File: config.mk
export PLATFORM = sky130hd
export DESIGN_NAME = mem_bus_master
export DESIGN_NICKNAME = d
export VERILOG_FILES = /design/src/rtl/mem_bus_pkg.sv /design/src/rtl/bus_timer.sv /design/src/rtl/mem_bus_master.sv
export SDC_FILE = /design/constraint.sdc
export NUM_CORES = 1
export LEC_CHECK = 0
export CAP_MARGIN = 30
export CELL_PAD_IN_SITES_DETAIL_PLACEMENT = 0
export CELL_PAD_IN_SITES_GLOBAL_PLACEMENT = 2
export CORE_ASPECT_RATIO = 0.75
export CORE_MARGIN = 4
export CORE_UTILIZATION = 29
export CTS_BUF_LIST = sky130_fd_sc_hd__clkbuf_4
export DETAILED_ROUTE_END_ITERATION = 7
export PLACE_DENSITY_LB_ADDON = 0.05
export RECOVER_POWER = 100
export SETUP_SLACK_MARGIN = 0.05
export SLEW_MARGIN = 15
export SYNTH_ARGS = -nofsm -noshare
export SYNTH_HDL_FRONTEND = slang
export SYNTH_SLANG_ARGS = --single-unit
File: constraint.sdc
create_clock -name clk -period 3.75 [get_ports clk]
set_input_delay 0.75 -clock clk [delete_from_list [all_inputs] [get_ports clk]]
set_output_delay 0.75 -clock clk [all_outputs]
set_load 0.05 [all_outputs]
File: src/rtl/mem_bus_pkg.sv
// Shared encodings for the parallel memory bus: cycle types and master FSM states.
// Pure definitions; no logic, latency or flow control of its own.
package mem_bus_pkg;

    typedef enum logic [1:0] {
        OP_READ   = 2'd0,
        OP_WRITE  = 2'd1,
        OP_CONFIG = 2'd2,
        OP_RSVD   = 2'd3
    } op_e;

    typedef enum logic [2:0] {
        IDLE    = 3'd0,
        SETUP   = 3'd1,
        STROBE  = 3'd2,
        RELEASE = 3'd3,
        DONE    = 3'd4
    } state_e;

    // The reserved encoding behaves as a read on the bus.
    function automatic logic op_is_read(input op_e op_val);
        return (op_val == OP_READ) || (op_val == OP_RSVD);
    endfunction

endpackage

File: src/rtl/bus_timer.sv
// Cycle counter for the strobe/release windows; expired when the count reaches TIMEOUT-1.
// Latency 0 from count to expired; the count holds at the limit until cleared.
module bus_timer #(
    parameter int TIMEOUT = 32
) (
    input  logic clk,
    input  logic reset_,
    input  logic clear,
    input  logic enable,
    output logic expired
);

    localparam int W = (TIMEOUT > 1) ? $clog2(TIMEOUT) : 1;
    localparam logic [W-1:0] LAST = W'(TIMEOUT - 1);

    logic [W-1:0] count;

    always_ff @(posedge clk or negedge reset_) begin
        if (!reset_) begin
            count <= '0;
        end else if (clear) begin
            count <= '0;
        end else if (enable && !expired) begin
            count <= count + W'(1);
        end
    end

    assign expired = (count == LAST);

endmodule

File: src/rtl/mem_bus_master.sv
// Single-transfer master for an active-low strobe/acknowledge bus; req to done is 4 clocks minimum.
// No queueing: req is only sampled in IDLE, and a silent responder is aborted after TIMEOUT strobe cycles.
module mem_bus_master
    import mem_bus_pkg::*;
#(
    parameter int TIMEOUT = 32
) (
    input  logic        clk,
    input  logic        reset_,
    input  logic        req,
    input  logic [1:0]  op,
    input  logic [3:0]  nb,
    input  logic [15:0] ad,
    input  logic [15:0] wdata,
    output logic        busy,
    output logic        done,
    output logic        no_answer,
    output logic [15:0] rdata,
    output logic [3:0]  nb_,
    output logic [15:0] ad_,
    output logic [15:0] rdt_,
    output logic        r_,
    output logic        w_,
    output logic        s_,
    input  logic [15:0] ddt_,
    input  logic        ok_
);

    state_e      state, next;
    op_e         op_q;
    logic [3:0]  nb_q;
    logic [15:0] ad_q;
    logic [15:0] wdata_q;
    logic        no_ans_q;
    logic        drive_bus;
    logic        tmr_clear;
    logic        tmr_en;
    logic        tmr_expired;

    bus_timer #(.TIMEOUT(TIMEOUT)) u_timer (
        .clk     (clk),
        .reset_  (reset_),
        .clear   (tmr_clear),
        .enable  (tmr_en),
        .expired (tmr_expired)
    );

    always_ff @(posedge clk or negedge reset_) begin
        if (!reset_) begin
            state <= IDLE;
        end else begin
            state <= next;
        end
    end

    // Bus outputs decode only registered state, so ok_ never reaches them combinationally.
    always_comb begin
        next      = state;
        drive_bus = 1'b0;
        tmr_clear = 1'b0;
        tmr_en    = 1'b0;
        busy      = 1'b1;
        done      = 1'b0;
        no_answer = 1'b0;
        nb_       = '1;
        ad_       = '1;
        rdt_      = '1;
        r_        = 1'b1;
        w_        = 1'b1;
        s_        = 1'b1;
        case (state)
            IDLE: begin
                busy = 1'b0;
                if (req) next = SETUP;
            end
            SETUP: begin
                drive_bus = 1'b1;
                tmr_clear = 1'b1;
                next      = STROBE;
            end
            STROBE: begin
                drive_bus = 1'b1;
                tmr_en    = 1'b1;
                case (op_q)
                    OP_WRITE:  w_ = 1'b0;
                    OP_CONFIG: s_ = 1'b0;
                    default:   r_ = 1'b0;
                endcase
                if (!ok_ || tmr_expired) begin
                    tmr_clear = 1'b1;
                    next      = RELEASE;
                end
            end
            RELEASE: begin
                drive_bus = 1'b1;
                tmr_en    = 1'b1;
                if (ok_ || tmr_expired) next = DONE;
            end
            DONE: begin
                done      = 1'b1;
                no_answer = no_ans_q;
                next      = IDLE;
            end
            default: next = IDLE;
        endcase
        if (drive_bus) begin
            nb_  = ~nb_q;
            ad_  = ~ad_q;
            rdt_ = op_is_read(op_q) ? 16'hFFFF : ~wdata_q;
        end
    end

    always_ff @(posedge clk or negedge reset_) begin
        if (!reset_) begin
            op_q     <= OP_READ;
            nb_q     <= '0;
            ad_q     <= '0;
            wdata_q  <= '0;
            rdata    <= '0;
            no_ans_q <= 1'b0;
        end else begin
            if (state == IDLE && req) begin
                op_q     <= op_e'(op);
                nb_q     <= nb;
                ad_q     <= ad;
                wdata_q  <= wdata;
                no_ans_q <= 1'b0;
            end
            // An acknowledge on the expiry cycle still counts as an answer.
            if (state == STROBE) begin
                if (!ok_) begin
                    if (op_is_read(op_q)) rdata <= ~ddt_;
                end else if (tmr_expired) begin
                    no_ans_q <= 1'b1;
                end
            end
        end
    end

endmodule
==> summary.md <==
| Metric | Value |
|---|---|
| Clk slew on worst S/H paths | `0.09 ns` |
| Die Footprint | `11300 um^2` |
| Post-route DRC violation count | `0` |
| Setup bufs post-CTS | `0` |
| Fin util | `44.9%` |
| CP Cell Sequence | `nor2_1 > nor2_1 > buf_4 > nand2_1 > dlygate4sd3_1` |
| Post-synth top cells | `dfrtp_1 (63), nand2_1 (39), mux2_2 (29)` |
| Multi-input logic area | `1050 um^2` |
| Starting Density | `30.4%` |
| Antenna Nets Post-Route | `0` |
| DR WL/cell | `14.2 um` |
| Most used DFF post-synth | `dfrtp_1` |
| Vias | `2032` |
| Vias in the first global route | `2137` |
| Fill cells | `920` |
| Num rows | `30` |
| FMAX | `308 MHz` |
| Slew Limit Fails | `35` |
| Yosys reg bits | `63` |
| Port Buffer Count | `115` |
| Failing checks | `max-capacitance violations, max-slew violations` |
| Clock latency on the worst-skew pair | `0.40 ns` |
| Async SR Flop Fraction | `100%` |
| Syn Inst Count | `232` |
| Status | `finished, violations left` |
| Drt via density | `4.21` |
| First-pass GRT wire length | `11200 um` |
| Final period util | `86.6%` |
| Synth Net Count | `294` |
| I/O Pins | `116` |
| CP top delay family | `buffers and inverters` |
| Simple-gate area share of the yosys netlist | `11.0%` |
| Crit path capture type | `output port` |
| Mux cell area share after synthesis | `21.2%` |
| GRT Resource Usage Total | `12.9%` |
| Synth Area in XOR/XNOR | `0.936%` |
| Max-Cap Viols | `1` |
| Largest net degree at the start of global routing | `35` |
| Initial antenna violation count | `0` |
| Setup tns final | `0 ns` |
| Clock buffer count from CTS | `9` |
| CTS HTree Levels | `3` |
| Mapped Area | `2810 um^2` |
| Diodes inserted | `0` |
| DRT Wirelength | `6860 um` |
| Longest Clk Path Bufs | `2` |
| Grt ovf | `0` |
| Avg Inst Size Synth | `12.1 um^2` |
| # resized after CTS | `0` |
| Crit-path max FO | `20` |
| Final HPWL from detailed placement | `5000 um` |
| Hold buffers post-CTS | `0` |
| Top-count cell post-synth | `dfrtp_1` |
| Pre-CTS setup slack | `0.966 ns` |
| Min cycle time layout | `3.25 ns` |
| Die height | `93.2 um` |
| Clock Skews | `0.00960 ns` |
| Critical-path top delay cell | `dlygate4sd3_1` |
| Cell mode on critical path | `nor2_1` |
| Die Width | `122 um` |
| Final #Nets | `414` |
| HP Class | `flop to flop` |
| Placer Congestion | `0.686` |
| Area leader, netlist | `dfrtp_1` |
| Post-synth EDFFs | `0` |
| CTS Root Cell | `clkbuf_4` |
| Area grow syn2layout | `47.6%` |
| Hold_ws | `0.494 ns` |
| Post-synthesis sequential area ratio | `56.2%` |
| Max-slew headroom | `-22.2%` |
| Hold depth | `1` |
| Layout cells sized above 1 | `13.5%` |
| Num Clock Sinks | `63` |
| CTS tree | `built` |
| Critical Path RT | `3.00 ns` |
| Path depth of the worst reg2reg path | `4` |
| Distinct cells, synth | `34` |
| RSZ-0062 raised after global routing | `no` |
| Critical Path Stages | `5` |
| 1st-pass router iterations | `4` |
| Final hold violations | `0` |
| Top post-synthesis cells by area | `dfrtp_1 (56%), mux2_2 (12%), mux2i_1 (6.8%), nand2_1 (5.2%), inv_1 (2.8%)` |
| Setup Crit Path Kind | `flop to output port` |
| CP arrival | `2.50 ns` |
| Synth Area in Adders | `1.78%` |
| Final Setup Violations | `0` |
| Crit path launch type | `flop` |
| Final worst slack | `0.501 ns` |
| Buffers & Inverters on Critical Path | `2` |
| DR iter-0 viols | `63` |
| Main combinational cell family by area after synthesis | `multiplexers` |
| Slowest stage delay, CP | `0.87 ns` |
| Top cell type's share of synthesized area | `56.2%` |
| FF/Latch Area | `1580 um^2` |
| Least-Margin Pin Slew | `1.83 ns` |
| YS warnings | `0` |
| Compound-cell area share of the yosys netlist | `2.85%` |
| Core Region | `9230 um^2` |
[final timing paths]
kind | start | end | slack, ns
worst max-delay path | state[0] | ad_[15] | 0.50
worst min-delay path | ad_q[15] | ad_q[15] | 0.49
worst max register to register | state[2] | wdata_q[7] | 1.12
worst min register to register | ad_q[15] | ad_q[15] | 0.49
max in group asynchronous | reset_ | rdata[0] | 1.30
min in group asynchronous | reset_ | no_ans_q | 0.84
[worst reg2reg max path, delay by kind of cell, from the launching register on]
family	cells	cell delay, ns
muxes	1	0.45
buffers and inverters	1	0.75
and+or+nand+nor	2	0.80
DFF	1	0.54
[per-layer routing]
layer	vias to the layer above	GRT usage [%]	wire length [um]
met4	0	4.76	96
met3	10	6.05	543
met1	949	17.2	3380
li1	1003	-	-
met2	70	18.3	2840
met5	-	0	0
[kinds of logic (layout without fill, tap and decap cells)]
family                     count (synthesis)  after routing
and+or+nand+nor                           61             61
xor gates and xnor gates                   3              3
buffers and inverters                     33            156
DFF                                       63             63
muxes                                     55             55
AOI/OAI and AO/OA                         13             13
adders and majority gates                  4              4
[through the flow]
step	std cells	instance area, um^2
after floorplan	232	2810
after global placement	469	4070
after detailed placement	469	4070
after CTS	483	4160
after global routing	483	4140
final	483	4140
[state kept, by name (all words and copies together) (netlist names)]
signal,flops
rdata,16
op_q,2
u_timer.count,5
ad_q,16
state,3
no_ans_q,1
nb_q,4
wdata_q,16
[cells in the final DEF (no fill, tap or decap), types with 2 or more instances in the layout]
| cell | count |
|---|---|
| mux2i_1 | 19 |
| ha_1 | 4 |
| and3_1 | 2 |
| a21oi_1 | 4 |
| xnor2_1 | 2 |
| mux2_1 | 7 |
| clkinv_1 | 2 |
| dlygate4sd3_1 | 59 |
| nand2_1 | 39 |
| nor2_1 | 3 |
| inv_1 | 21 |
| a22oi_1 | 2 |
| o21ai_0 | 5 |
| clkbuf_1 | 4 |
| buf_4 | 2 |
| mux2_2 | 29 |
| clkbuf_4 | 11 |
| nand3_1 | 4 |
| nor3_1 | 2 |
| dfrtp_1 | 63 |
| clkdlybuf4s50_1 | 55 |
[layout make-up]
| class | count | area share (%) |
|---|---|---|
| clock buffer | 11 | 1.99 |
| clock inverter | 3 | 0.302 |
| inverter | 21 | 1.90 |
| multi-input combinational | 136 | 25.5 |
| sequential | 63 | 38.1 |
| tap | 128 | 3.87 |
| timing repair buffer | 121 | 28.4 |
Power is not shown: default switching activity piles up to over one toggle a cycle in this logic, so the estimate is an artifact.
